$ cat src/rtl/regfile_pkg.sv
// Shared types and constants for the register-file arbiter slice.
package regfile_pkg;

    localparam int AW    = 5;
    localparam int N_DEF = 31;

    typedef enum logic [1:0] {
        ARB   = 2'd0,
        HOLD0 = 2'd1,
        HOLD1 = 2'd2
    } arb_state_e;

endpackage

$ cat src/rtl/regfile_rr_arb2.sv
// Two-way round-robin grant with lock hold; zero latency, ready combinational from valid.
// A held grant starves the other requester until the holder sends an unlocked beat.
module rr_arb2
    import regfile_pkg::*;
(
    input  logic       clk,
    input  logic       rst,
    input  logic [1:0] valid_i,
    input  logic [1:0] lock_i,
    output logic [1:0] ready_o,
    output logic       owner_o
);

    arb_state_e state_q, state_d;
    logic       prio_q, prio_d;
    logic       acc;

    always_comb begin
        state_d = state_q;
        prio_d  = prio_q;
        ready_o = 2'b00;

        unique case (state_q)
            ARB: begin
                if (valid_i[0] && (!valid_i[1] || !prio_q))
                    ready_o[0] = 1'b1;
                else if (valid_i[1])
                    ready_o[1] = 1'b1;
            end
            HOLD0:   ready_o[0] = valid_i[0];
            HOLD1:   ready_o[1] = valid_i[1];
            default: ready_o    = 2'b00;
        endcase

        // No beat is accepted while reset is being applied.
        if (rst)
            ready_o = 2'b00;

        owner_o = ready_o[1];
        acc     = |ready_o;

        if (acc) begin
            unique case (state_q)
                ARB: begin
                    prio_d = ~owner_o;
                    if (lock_i[owner_o])
                        state_d = owner_o ? HOLD1 : HOLD0;
                end
                HOLD0, HOLD1: begin
                    if (!lock_i[owner_o])
                        state_d = ARB;
                end
                default: state_d = ARB;
            endcase
        end else if (state_q != ARB && state_q != HOLD0 && state_q != HOLD1) begin
            state_d = ARB;
        end
    end

    always_ff @(posedge clk) begin
        if (rst) begin
            state_q <= ARB;
            prio_q  <= 1'b0;
        end else begin
            state_q <= state_d;
            prio_q  <= prio_d;
        end
    end

endmodule

$ cat src/rtl/regfile_arbiter.sv
// Shares one RF write port and two read ports between two requesters; 2-cycle accept-to-response.
// Backpressure via combinational ready; one beat per cycle, no bubble on grant switch.
module regfile_arbiter
    import regfile_pkg::*;
#(
    parameter int N = N_DEF
) (
    input  logic          clk,
    input  logic          rst,

    input  logic          req0_valid,
    output logic          req0_ready,
    input  logic          req0_lock,
    input  logic          req0_we,
    input  logic [AW-1:0] req0_wa,
    input  logic [N:0]    req0_wdata,
    input  logic [AW-1:0] req0_ra_a,
    input  logic [AW-1:0] req0_ra_b,
    output logic          rsp0_valid,
    output logic [N:0]    rsp0_a,
    output logic [N:0]    rsp0_b,

    input  logic          req1_valid,
    output logic          req1_ready,
    input  logic          req1_lock,
    input  logic          req1_we,
    input  logic [AW-1:0] req1_wa,
    input  logic [N:0]    req1_wdata,
    input  logic [AW-1:0] req1_ra_a,
    input  logic [AW-1:0] req1_ra_b,
    output logic          rsp1_valid,
    output logic [N:0]    rsp1_a,
    output logic [N:0]    rsp1_b,

    output logic          rf_we,
    output logic          rf_re_a,
    output logic          rf_re_b,
    output logic [AW-1:0] rf_wa,
    output logic [AW-1:0] rf_ra_a,
    output logic [AW-1:0] rf_ra_b,
    output logic [N:0]    rf_in,
    input  logic [N:0]    rf_out_a,
    input  logic [N:0]    rf_out_b
);

    logic [1:0] ready;
    logic       owner;
    logic       acc;

    rr_arb2 u_arb (
        .clk     (clk),
        .rst     (rst),
        .valid_i ({req1_valid, req0_valid}),
        .lock_i  ({req1_lock, req0_lock}),
        .ready_o (ready),
        .owner_o (owner)
    );

    assign req0_ready = ready[0];
    assign req1_ready = ready[1];
    assign acc        = |ready;

    logic          iss_vld_q,   iss_vld_d;
    logic          iss_owner_q, iss_owner_d;
    logic          iss_we_q,    iss_we_d;
    logic [AW-1:0] iss_wa_q,    iss_wa_d;
    logic [AW-1:0] iss_ra_a_q,  iss_ra_a_d;
    logic [AW-1:0] iss_ra_b_q,  iss_ra_b_d;
    logic [N:0]    iss_wdata_q, iss_wdata_d;

    logic [1:0]    rsp_vld_q, rsp_vld_d;
    logic [N:0]    rsp0_a_q, rsp0_a_d, rsp0_b_q, rsp0_b_d;
    logic [N:0]    rsp1_a_q, rsp1_a_d, rsp1_b_q, rsp1_b_d;

    always_comb begin
        iss_vld_d   = acc;
        iss_owner_d = owner;
        iss_we_d    = 1'b0;
        iss_wa_d    = iss_wa_q;
        iss_ra_a_d  = iss_ra_a_q;
        iss_ra_b_d  = iss_ra_b_q;
        iss_wdata_d = iss_wdata_q;
        if (acc) begin
            iss_we_d    = owner ? req1_we    : req0_we;
            iss_wa_d    = owner ? req1_wa    : req0_wa;
            iss_ra_a_d  = owner ? req1_ra_a  : req0_ra_a;
            iss_ra_b_d  = owner ? req1_ra_b  : req0_ra_b;
            iss_wdata_d = owner ? req1_wdata : req0_wdata;
        end
    end

    // Read data is captured on the same edge that commits the write, so a
    // beat reading its own write address returns the pre-write value.
    always_comb begin
        rsp_vld_d = 2'b00;
        rsp0_a_d  = rsp0_a_q;
        rsp0_b_d  = rsp0_b_q;
        rsp1_a_d  = rsp1_a_q;
        rsp1_b_d  = rsp1_b_q;
        if (iss_vld_q) begin
            rsp_vld_d[iss_owner_q] = 1'b1;
            if (iss_owner_q) begin
                rsp1_a_d = rf_out_a;
                rsp1_b_d = rf_out_b;
            end else begin
                rsp0_a_d = rf_out_a;
                rsp0_b_d = rf_out_b;
            end
        end
    end

    always_ff @(posedge clk) begin
        if (rst) begin
            iss_vld_q   <= 1'b0;
            iss_owner_q <= 1'b0;
            iss_we_q    <= 1'b0;
            iss_wa_q    <= '0;
            iss_ra_a_q  <= '0;
            iss_ra_b_q  <= '0;
            iss_wdata_q <= '0;
            rsp_vld_q   <= 2'b00;
            rsp0_a_q    <= '0;
            rsp0_b_q    <= '0;
            rsp1_a_q    <= '0;
            rsp1_b_q    <= '0;
        end else begin
            iss_vld_q   <= iss_vld_d;
            iss_owner_q <= iss_owner_d;
            iss_we_q    <= iss_we_d;
            iss_wa_q    <= iss_wa_d;
            iss_ra_a_q  <= iss_ra_a_d;
            iss_ra_b_q  <= iss_ra_b_d;
            iss_wdata_q <= iss_wdata_d;
            rsp_vld_q   <= rsp_vld_d;
            rsp0_a_q    <= rsp0_a_d;
            rsp0_b_q    <= rsp0_b_d;
            rsp1_a_q    <= rsp1_a_d;
            rsp1_b_q    <= rsp1_b_d;
        end
    end

    // Enables are masked during reset so an in-flight write never commits.
    assign rf_we   = iss_we_q  & ~rst;
    assign rf_re_a = iss_vld_q & ~rst;
    assign rf_re_b = iss_vld_q & ~rst;
    assign rf_wa   = iss_wa_q;
    assign rf_ra_a = iss_ra_a_q;
    assign rf_ra_b = iss_ra_b_q;
    assign rf_in   = iss_wdata_q;

    assign rsp0_valid = rsp_vld_q[0];
    assign rsp1_valid = rsp_vld_q[1];
    assign rsp0_a     = rsp0_a_q;
    assign rsp0_b     = rsp0_b_q;
    assign rsp1_a     = rsp1_a_q;
    assign rsp1_b     = rsp1_b_q;

endmodule
$ cat config.mk
export PLATFORM = sky130hd
export DESIGN_NAME = regfile_arbiter
export DESIGN_NICKNAME = d
export VERILOG_FILES = /design/src/rtl/regfile_pkg.sv /design/src/rtl/regfile_rr_arb2.sv /design/src/rtl/regfile_arbiter.sv
export SDC_FILE = /design/constraint.sdc
export NUM_CORES = 1
export LEC_CHECK = 0
export CAP_MARGIN = 20
export CORE_AREA = 2 2 135 137
export DETAILED_ROUTE_END_ITERATION = 8
export DIE_AREA = 0 0 137 139
export GPL_TIMING_DRIVEN = 1
export PLACE_DENSITY = 0.78
export SETUP_SLACK_MARGIN = 0.05
export SLEW_MARGIN = 10
export SYNTH_ARGS = -nofsm -noshare
export SYNTH_HDL_FRONTEND = slang
export SYNTH_HIERARCHICAL = 1
export SYNTH_SLANG_ARGS = --single-unit
export TNS_END_PERCENT = 5
$ cat constraint.sdc
create_clock -name clk -period 5.5 [get_ports clk]
set_input_delay 0.55 -clock clk [delete_from_list [all_inputs] [get_ports clk]]
set_output_delay 0.55 -clock clk [all_outputs]
set_load 0.005 [all_outputs]
* After elaboration in Yosys (flattened, before gate mapping)
Index checks and enable logic that the tools add are counted.
** Cells by class
- Add/sub/neg operators :: 0
- Multipliers :: 0
- Divide/modulo/power cells :: 0
- $lt $le $gt $ge :: 3
- Eq/ne operators :: 6
- Shifts and indexed selects :: 0
- Multiplexer cells :: 21
- Bitwise logic cells :: 7
- Reductions and logical operators :: 18
** Operator list (count)
- two-way mux 32 bit :: 1
- two-way mux 5 bit :: 3
- two-way mux 2 bit :: 6
- OR reduction 2 bit :: 4
- two-way mux 1 bit :: 7
- AND reduction 2 bit :: 3
- inverter 1 bit :: 5
- logical AND 1 bit :: 4
- less-than comparator 1 x 2 -> 1 bit (second input constant) :: 2
- one-hot mux 1 bit (2 select lines) :: 2
- one-hot mux 2 bit (2 select lines) :: 1
- nonzero test 2 bit :: 2
- != test 3 x 2 -> 1 bit (second input constant) :: 1
- != test 3 bit (second input constant) :: 1
- AND reduction 3 bit :: 1
- AND 1 bit :: 2
- == test 2 x 1 -> 1 bit (second input constant) :: 1
- == test 2 bit (second input constant) :: 1
- logical NOT 1 bit :: 2
- logical NOT 2 bit :: 1
- != test 2 x 1 -> 1 bit (second input constant) :: 1
- != test 2 bit (second input constant) :: 1
- demux 1 bit (select 1 bit) :: 1
- greater-or-equal comparator 1 bit (second input constant) :: 1
- logical OR 1 bit :: 1
** Word-level totals
- Bits in registers :: 183
- Bits in latches :: 0
- Bits in writable memories :: 0
- ROM bits :: 0
- Input port bits :: 166
- Output and inout bits :: 182
- Logic and storage cells :: 69
- Memories :: 0

* Longest topological paths before layout
- Word-level depth :: 11
- Gate-level depth with buffers :: 12
- Depth with buffers taken out :: 8

* Cells and area by module
The synthesis kept the hierarchy.
** Modules (own cells, without submodules)
- regfile_arbiter :: times used 1, cells an instance 785, area each 6845.3 um2
- rr_arb2 :: times used 1, cells an instance 35, area each 297.8 um2

* Worst setup path after synthesis
Ideal clock, no wire load.
- Kind :: input to register
- Start :: input rst
- End :: register iss_ra_a_q[0] (netlist: rf_ra_a[0])
- Data arrival time :: 2.044 ns
- Required time :: 5.419 ns
- Path slack :: 3.375 ns
- Stages :: 9
- Buffers on the path :: 3
- Cell sequence :: nand2b_1 -> or3_4 -> inv_1 -> buf_4 -> or2_1 -> buf_2 -> clkbuf_1 -> nor2_1 -> a211oi_2
** Between the ends
- Longest elaborated chain between the ends :: 2
- Elaborated cells between the ends (all ways) :: 3
- Classes of those cells :: mux (2); reduce/logical (1)
** RTL lines
- from (decl) :: line regfile_arbiter.sv:9 : input logic rst,
- two-way mux 2 bit * :: line regfile_rr_arb2.sv:36 : if (rst)
- named net iss_owner_d :: line regfile_arbiter.sv:64 : logic iss_owner_q, iss_owner_d;
- two-way mux 5 bit or OR reduction 2 bit (tied branches) :: line regfile_arbiter.sv:86, regfile_arbiter.sv:61
- to (signal assigned) :: line regfile_arbiter.sv:131 : iss_ra_a_q <= iss_ra_a_d;
- to (decl) :: line regfile_arbiter.sv:67 : logic [AW-1:0] iss_ra_a_q, iss_ra_a_d;
The timed path passes the listed nets; every way through them passes the cells marked *.
A chain may end at the register's enable or synchronous reset.

* Final worst setup path
- Start :: register u_arb.state_q[0]
- End :: register iss_wdata_q[20] (netlist: rf_in[20])
** Between the ends
- Longest elaborated chain between the ends :: 4
- Elaborated cells between the ends (all ways) :: 8
- Classes of those cells :: eq/ne (2); mux (4); reduce/logical (2)
** RTL lines
- from (decl) :: line regfile_rr_arb2.sv:14 : arb_state_e state_q, state_d;
- from (signal assigned) :: line regfile_rr_arb2.sv:65 : state_q <= state_d;
- == test 2 bit (tied with other cells) :: line regfile_rr_arb2.sv:23 : unique case (state_q)
- one-hot mux 1 bit (2 select lines) :: line regfile_rr_arb2.sv:23
- two-way mux 2 bit * :: line regfile_rr_arb2.sv:36
- two-way mux 32 bit or OR reduction 2 bit (tied branches) :: line regfile_arbiter.sv:88, regfile_arbiter.sv:61
- to (signal assigned) :: line regfile_arbiter.sv:133 : iss_wdata_q <= iss_wdata_d;
- to (decl) :: line regfile_arbiter.sv:69 : logic [N:0] iss_wdata_q, iss_wdata_d;
Mark *: on every way between the ends. The rest lies on a longest branch, timed or not.

==> flow_summary_export.csv <==
group,metric,value,unit
run_status,outcome,"completed",
placed_design,io_buffers,347,
synth,yosys-top-cells-area,"dfxtp_1, nand2_1, a21oi_1",
layout,syn_to_final_growth,57.3,%
routing,ant_nets,0,
timing,setup_violations,0,
placed_design,place.gp.congestion,0.816,
setup_path,reg2regPathDepth,9,
routing,via_count,6716,
synth,syn_area,7140,um^2
die,die_area,19000,um^2
grt,gr-usage-all-layers,22.7,%
setup_path,cp-start-kind,"flip-flop",
clock_network,post-cts-setup-buffers,0,
grt,grt_max_degree,105,
min_path,hp-class,"reg2reg",
grt,grt_pass1_vias,6496,
die,die-height,139,um
timing,slew_viol_final,0,
routing,totalWireLength,22000,um
synth,yosys_warnings,6,
synth,synth_top_area_share,51.3,%
min_path,hold_depth,2,
clock_network,htreeDepth,4,
die,fp-row-count,49,
synth,synth_ff_type,"dfxtp_1",
clock_network,cts_buffer_depth,2,
setup_path,critPathMaxFanout,74,
synth,synth_top_area_cell,"dfxtp_1",
synth,synth_fp_nets,990,
clock_network,clk_pin_slew,0.07,ns
setup_path,crit_required,5.83,ns
timing,fin_tns_setup,0,ns
pwr,power,3.39,mW
clock_network,holdBufCountCts,0,
clock_network,clock_latency,0.42,ns
die,die_w,137,um
job,max_cap_viol_count,0,
routing,drc,0,
clock_network,root_buffer,"clkbuf_16",
timing,layout_min_cycle_time,3.11,ns
synth,ys_ff_latch,183,
die,initial_utilization,40.5,%
clock_network,post_cts_resized,0,
routing,drtPass1Iterations,6,
timing,tightest_slew,0.932,ns
synth,avgSynthCellArea,8.71,um^2
pwr,p_leak,3.85,nW
synth,synth_cells,820,
setup_path,arrival,3.44,ns
routing,drt_iter0_markers,244,
timing,fin_crit_sh,56.5,%
synth,yosysMostFrequentCell,"nand2_1",
placed_design,dp_hpwl,15300,um
pwr,powerDensity,302,nW/um^2
setup_path,r2r_slack,2.39,ns
timing,fin_skew,0.0106,ns
grt,grt.overflow.total,0,
timing,finalHoldViolCount,0,
synth,synth_edf_count,0,
grt,grt_pass1_wl,33800,um
routing,wire_per_inst,16.1,um
layout,fin_nets,1296,
clock_network,cts_buffers,17,
clock_network,cts.sinks,183,
routing,viasPerCell,4.91,
synth,ys_seq_area_share,51.3,%
timing,slew-limit-headroom,37.8,%
pwr,vdd_drop_max,222,uV
setup_path,crit_type,"reg2reg",
setup_path,end_kind,"flip-flop",
clock_network,tritoncts,"done",
synth,async_reset_ff_share,0,%
timing,rsz0062_at_grt,"no",
grt,antenna_found_initial,0,
synth,synth_cell_types,28,
die,ioPinCount,348,
layout,n_antenna_cell,0,
die,core,17700,um^2
synth,synth_commonest_cells,"nand2_1, dfxtp_1, a21oi_1",
timing,fmax,322,MHz
layout,drive_gt1_share,7.90,%
==> stage by stage <==
stage          setup slack (ns)  instance area, um^2  instances  utilization (%)  hold slack, ns
4_1_cts                    2.40                11200       1368             63.7           0.455
5_1_grt                    2.11                11200       1368             63.7           0.470
6_report                   2.39                11200       1368             63.7           0.451
3_5_place_dp               2.04                10600       1336             60.0           0.445
2_1_floorplan              3.37                 7140        820                -           0.452
3_3_place_gp               2.10                10600       1336             60.0           0.441
==> layout make-up <==
cell class | instances | area, um^2
fillers | 1512 | 6420
flip-flops and latches | 183 | 3660
repair buffers | 354 | 3530
multi-input cells | 564 | 3100
clock buffers | 18 | 429
well taps | 229 | 287
clock inverters | 14 | 208
inverters | 6 | 22.5
==> cell usage in the layout, fill, tap and decap left out <==
cell type          n
clkdlybuf4s50_1  346
a211oi_2          40
a21bo_2            1
a21oi_1          129
dfxtp_1          183
nor3_1             2
a31o_2             1
a211oi_1           8
inv_8              2
inv_2              1
and2_2             1
mux2i_1           50
buf_6              1
clkbuf_1           1
inv_6              4
nor2_1            52
nor2b_1            3
nand2b_2           1
a221o_2            1
clkbuf_16         17
nand2_2            1
or3_4              1
nand2_1          258
bufinv_16          4
nor4_1             1
mux2_4             1
inv_1              5
nand2b_1           4
clkinvlp_4         4
ha_1               4
or2_4              1
buf_4              7
nand3_1            1
nor2b_4            1
a221oi_1           1
nor3b_1            1
==> worst max-delay path: stages (launching register included) <==
cell and delay, ns:
dfxtp_1 0.34, inv_1 0.09, ha_1 0.30, nor2_1 0.11, or3_4 0.41, inv_2 0.26, or2_4 0.80, buf_4 0.40
nor2_1 0.07, a211oi_1 0.21
==> cell families after synthesis <==
logic type | count (synthesis) | share of synthesized area [%]
AO/OA/AOI/OAI | 181 | 17.4
adder cells (fa/ha/maj) | 4 | 0.701
buffers and inverters | 73 | 5.50
flip-flops | 183 | 51.3
multiplexers | 51 | 7.22
AND/OR/NAND/NOR | 328 | 17.9
==> state kept, by name (all words and copies together) (netlist names) <==
signal         cells
rsp_vld_q          2
rf_in             32
rf_ra_a            5
rsp0_b            32
iss_we_q           1
iss_owner_q        1
rsp1_b            32
u_arb/state_q      2
rf_ra_b            5
rsp1_a            32
rf_wa              5
u_arb/prio_q       1
iss_vld_q          1
rsp0_a            32
==> per-layer routing <==
layer	track usage, %	vias to the layer above	part of all wire [%]
met5	0	-	0
met4	9.60	0	3.4
met1	27.6	3109	41
met2	37.2	237	48
met3	6.80	49	7.2
li1	-	3321	-
==> final timing paths <==
kind                                  end                     startpoint
setup / recovery   rf_in[20]$_SDFFE_PP0P_  u_arb/state_q[0]$_SDFFE_PP0P_
hold / removal    rsp1_a[15]$_SDFFE_PP0P_        rsp1_a[15]$_SDFFE_PP0P_
setup reg to reg   rf_in[20]$_SDFFE_PP0P_  u_arb/state_q[0]$_SDFFE_PP0P_
hold reg to reg   rsp1_a[15]$_SDFFE_PP0P_        rsp1_a[15]$_SDFFE_PP0P_
==> power breakdown <==
group	total, mW	leakage (nW)	internal [mW]	switching, mW
combinational	0.624	2.06	0.345	0.278
sequential	1.45	1.49	1.41	0.0441
clock	1.32	0.298	0.774	0.543
(Power assumes the default switching activity.)
==> RTL edit, RTL diff (config.mk and constraints unchanged) <==
Make the reset (`rst`) asynchronous in 2 clocked blocks.
--- a/src/rtl/regfile_rr_arb2.sv
+++ b/src/rtl/regfile_rr_arb2.sv
@@ -59,3 +59,3 @@
 
-    always_ff @(posedge clk) begin
+    always_ff @(posedge clk or posedge rst) begin
         if (rst) begin
--- a/src/rtl/regfile_arbiter.sv
+++ b/src/rtl/regfile_arbiter.sv
@@ -111,3 +111,3 @@
 
-    always_ff @(posedge clk) begin
+    always_ff @(posedge clk or posedge rst) begin
         if (rst) begin
Formal check against the unedited RTL: differs if rst is asserted again (counterexample within 4 cycles, from zero or initial values and one cycle with rst high); with rst held inactive, the same outputs for 4 cycles.
==> RTL edit against the unedited design <==
  * Core utilization is 3.6 points higher
  * Routed wire length down 0.72%
  * Design area is 5.7% higher
  * Largest cell class unchanged
  * Worst hold slack better by 0.054 ns
  * Worst setup slack worse by 0.19 ns
  * Area after synthesis rose by 7.9%
  * Sequential cell count is the same
  * Final cell count fell by 19%
  * Sequential share of layout area rose by 6.0 points
  * Register-to-register slack improved by 0.06 ns
  * Synthesized cell count fell by 36%
  * Highest routed layer unchanged
Power is not compared: it rests on default switching activity, and its combinational part moved more than twofold at a synthesized area within 25%.
==> RTL edit: results (changes against the unedited design) <==
* DRT iter0 DRCs at 258 (+5.7%)
* Syn_nets at 696 (-30%)
* GR Layer Usage met3 at 0.05336 (-0.01462)
* Detail Placement HPWL at 15970 um (+4.6%)
* Final Skew at 0.008514 ns (-0.002039 ns)
* Leading post-synthesis cells by instance count: dfrtp_1, mux2_2, mux2i_1
* Reg clk slew, reported paths at 0.07 ns (about the same)
* Met2 WL post-DR at 11370 um (+7.0%)
* Status: completed
* Metal3 WL at 1571 um (-0.70%)
* Synth unique cells at 26 (-7.1%)
* Drt pass-1 iters at 4 (-2)
* Placed Instances at 1072 (-20%)
* # nets final at 1032 (-20%)
* Wirelength per Cell at 19.76 um (+23%)
* Crit-path max cell delay at 0.60 ns (-0.20 ns)
* Register area share after synthesis at 0.5941 (+0.08118)
* Top delay family on crit path: buffers and inverters
* DR vias at 5611 (-16%)
* Largest net degree at the start of global routing at 98 (-6.7%)
* Share of post-route cells with drive strength above 1 at 0.1966 (+0.1176)
* Crit Path Max Fanout at 46 (-38%)
* GPL Wtd Cong at 0.9162 (+12%)
* Clock root buffer: clkbuf_16
* Pre-CTS setup slack at 2.072 ns (+0.03397 ns)
* Worst rel slew slack at 0.3919 (+0.01356)
* Met1 usage at 0.2777 (+0.001646)
* Power Internal at 4695 uW
* First-pass GRT wire length at 33620 um (-0.51%)
* Number of global-route vias before repair at 5920 (-8.9%)
* Worst EP arrival at 2.75 ns (-0.69 ns)
* Met2 usage at 0.4077 (+0.03561)
* Yosys warnings at 6 (unchanged)
* Via density at 5.082 (+3.5%)
* Placed cell areas at 11270 um^2 (+6.3%)
* Synth async-reset ratio at 1.000 (+1.000)
* GRT Overall Usage at 0.2311 (+0.003739)
* N_diodes at 0 (unchanged)
* Mapped Cells at 526 (-36%)
* Slowest-stage cell, CP: clkdlybuf4s50_1
* Max VDD drop at 0.0003164 V
* Met1 wire length at 8521 um (-5.6%)
* Synth area leaders: dfrtp_1, mux2_2, mux2_4
* Max-slew violations at 0 (unchanged)
==> RTL edit: kinds of logic (layout without fill, tap and decap cells) <==
family | after synthesis | after routing | share of synthesized area
fa+ha+maj | 4 | 4 | 0.006493
buf+inv | 45 | 394 | 0.03977
simple gates | 61 | 61 | 0.04366
compound gates | 53 | 53 | 0.03749
mux | 180 | 180 | 0.2785
flops | 183 | 183 | 0.5941
==> RTL edit: power by group through the flow <==
| stage | logic (uW) | clock network, uW | registers [uW] |
|---|---|---|---|
| floorplan | 1240 | 0 | 2430 |
| CTS | 3050 | 1270 | 2440 |
| finish | 3020 | 1250 | 2430 |
| detailed placement | 3030 | 0 | 2450 |
| global placement | 2960 | 0 | 2410 |
| global route | 3220 | 1330 | 2510 |
==> RTL edit: worst paths after layout <==
kind | start | end | slack [ns] | depth (start not counted)
min reg2reg | rsp0_a[15] | rsp0_a[15] | 0.51 | 1
max | u_arb/state_q[1] | req0_ready | 2.20 | 6
min | rsp0_a[15] | rsp0_a[15] | 0.51 | 1
max reg2reg | u_arb/state_q[1] | rf_in[10] | 2.45 | 9
min in group asynchronous | rst | u_arb/prio_q | 0.58 | 2
max in group asynchronous | rst | rsp1_b[6] | 3.66 | 3
==> RTL edit: layout make-up <==
| type | instances | area (um^2) |
|---|---|---|
| sequential | 183 | 4579 |
| multi-input combinational | 298 | 2831 |
| timing repair buffer | 354 | 3538 |
| clock inverter | 13 | 161.4 |
| clock buffer | 19 | 442.9 |
| tap | 229 | 286.5 |
| fill | 1232 | 5782 |
| inverter | 8 | 35.03 |
==> RTL edit: worst reg2reg max path, delay by kind of cell, from the launching register on <==
kind	cells	cell delay (ns)
buffers and inverters	4	1.49
adder cells (fa/ha/maj)	1	0.27
flip-flops	1	0.42
AO/OA/AOI/OAI	3	0.60
AND/OR/NAND/NOR	1	0.14
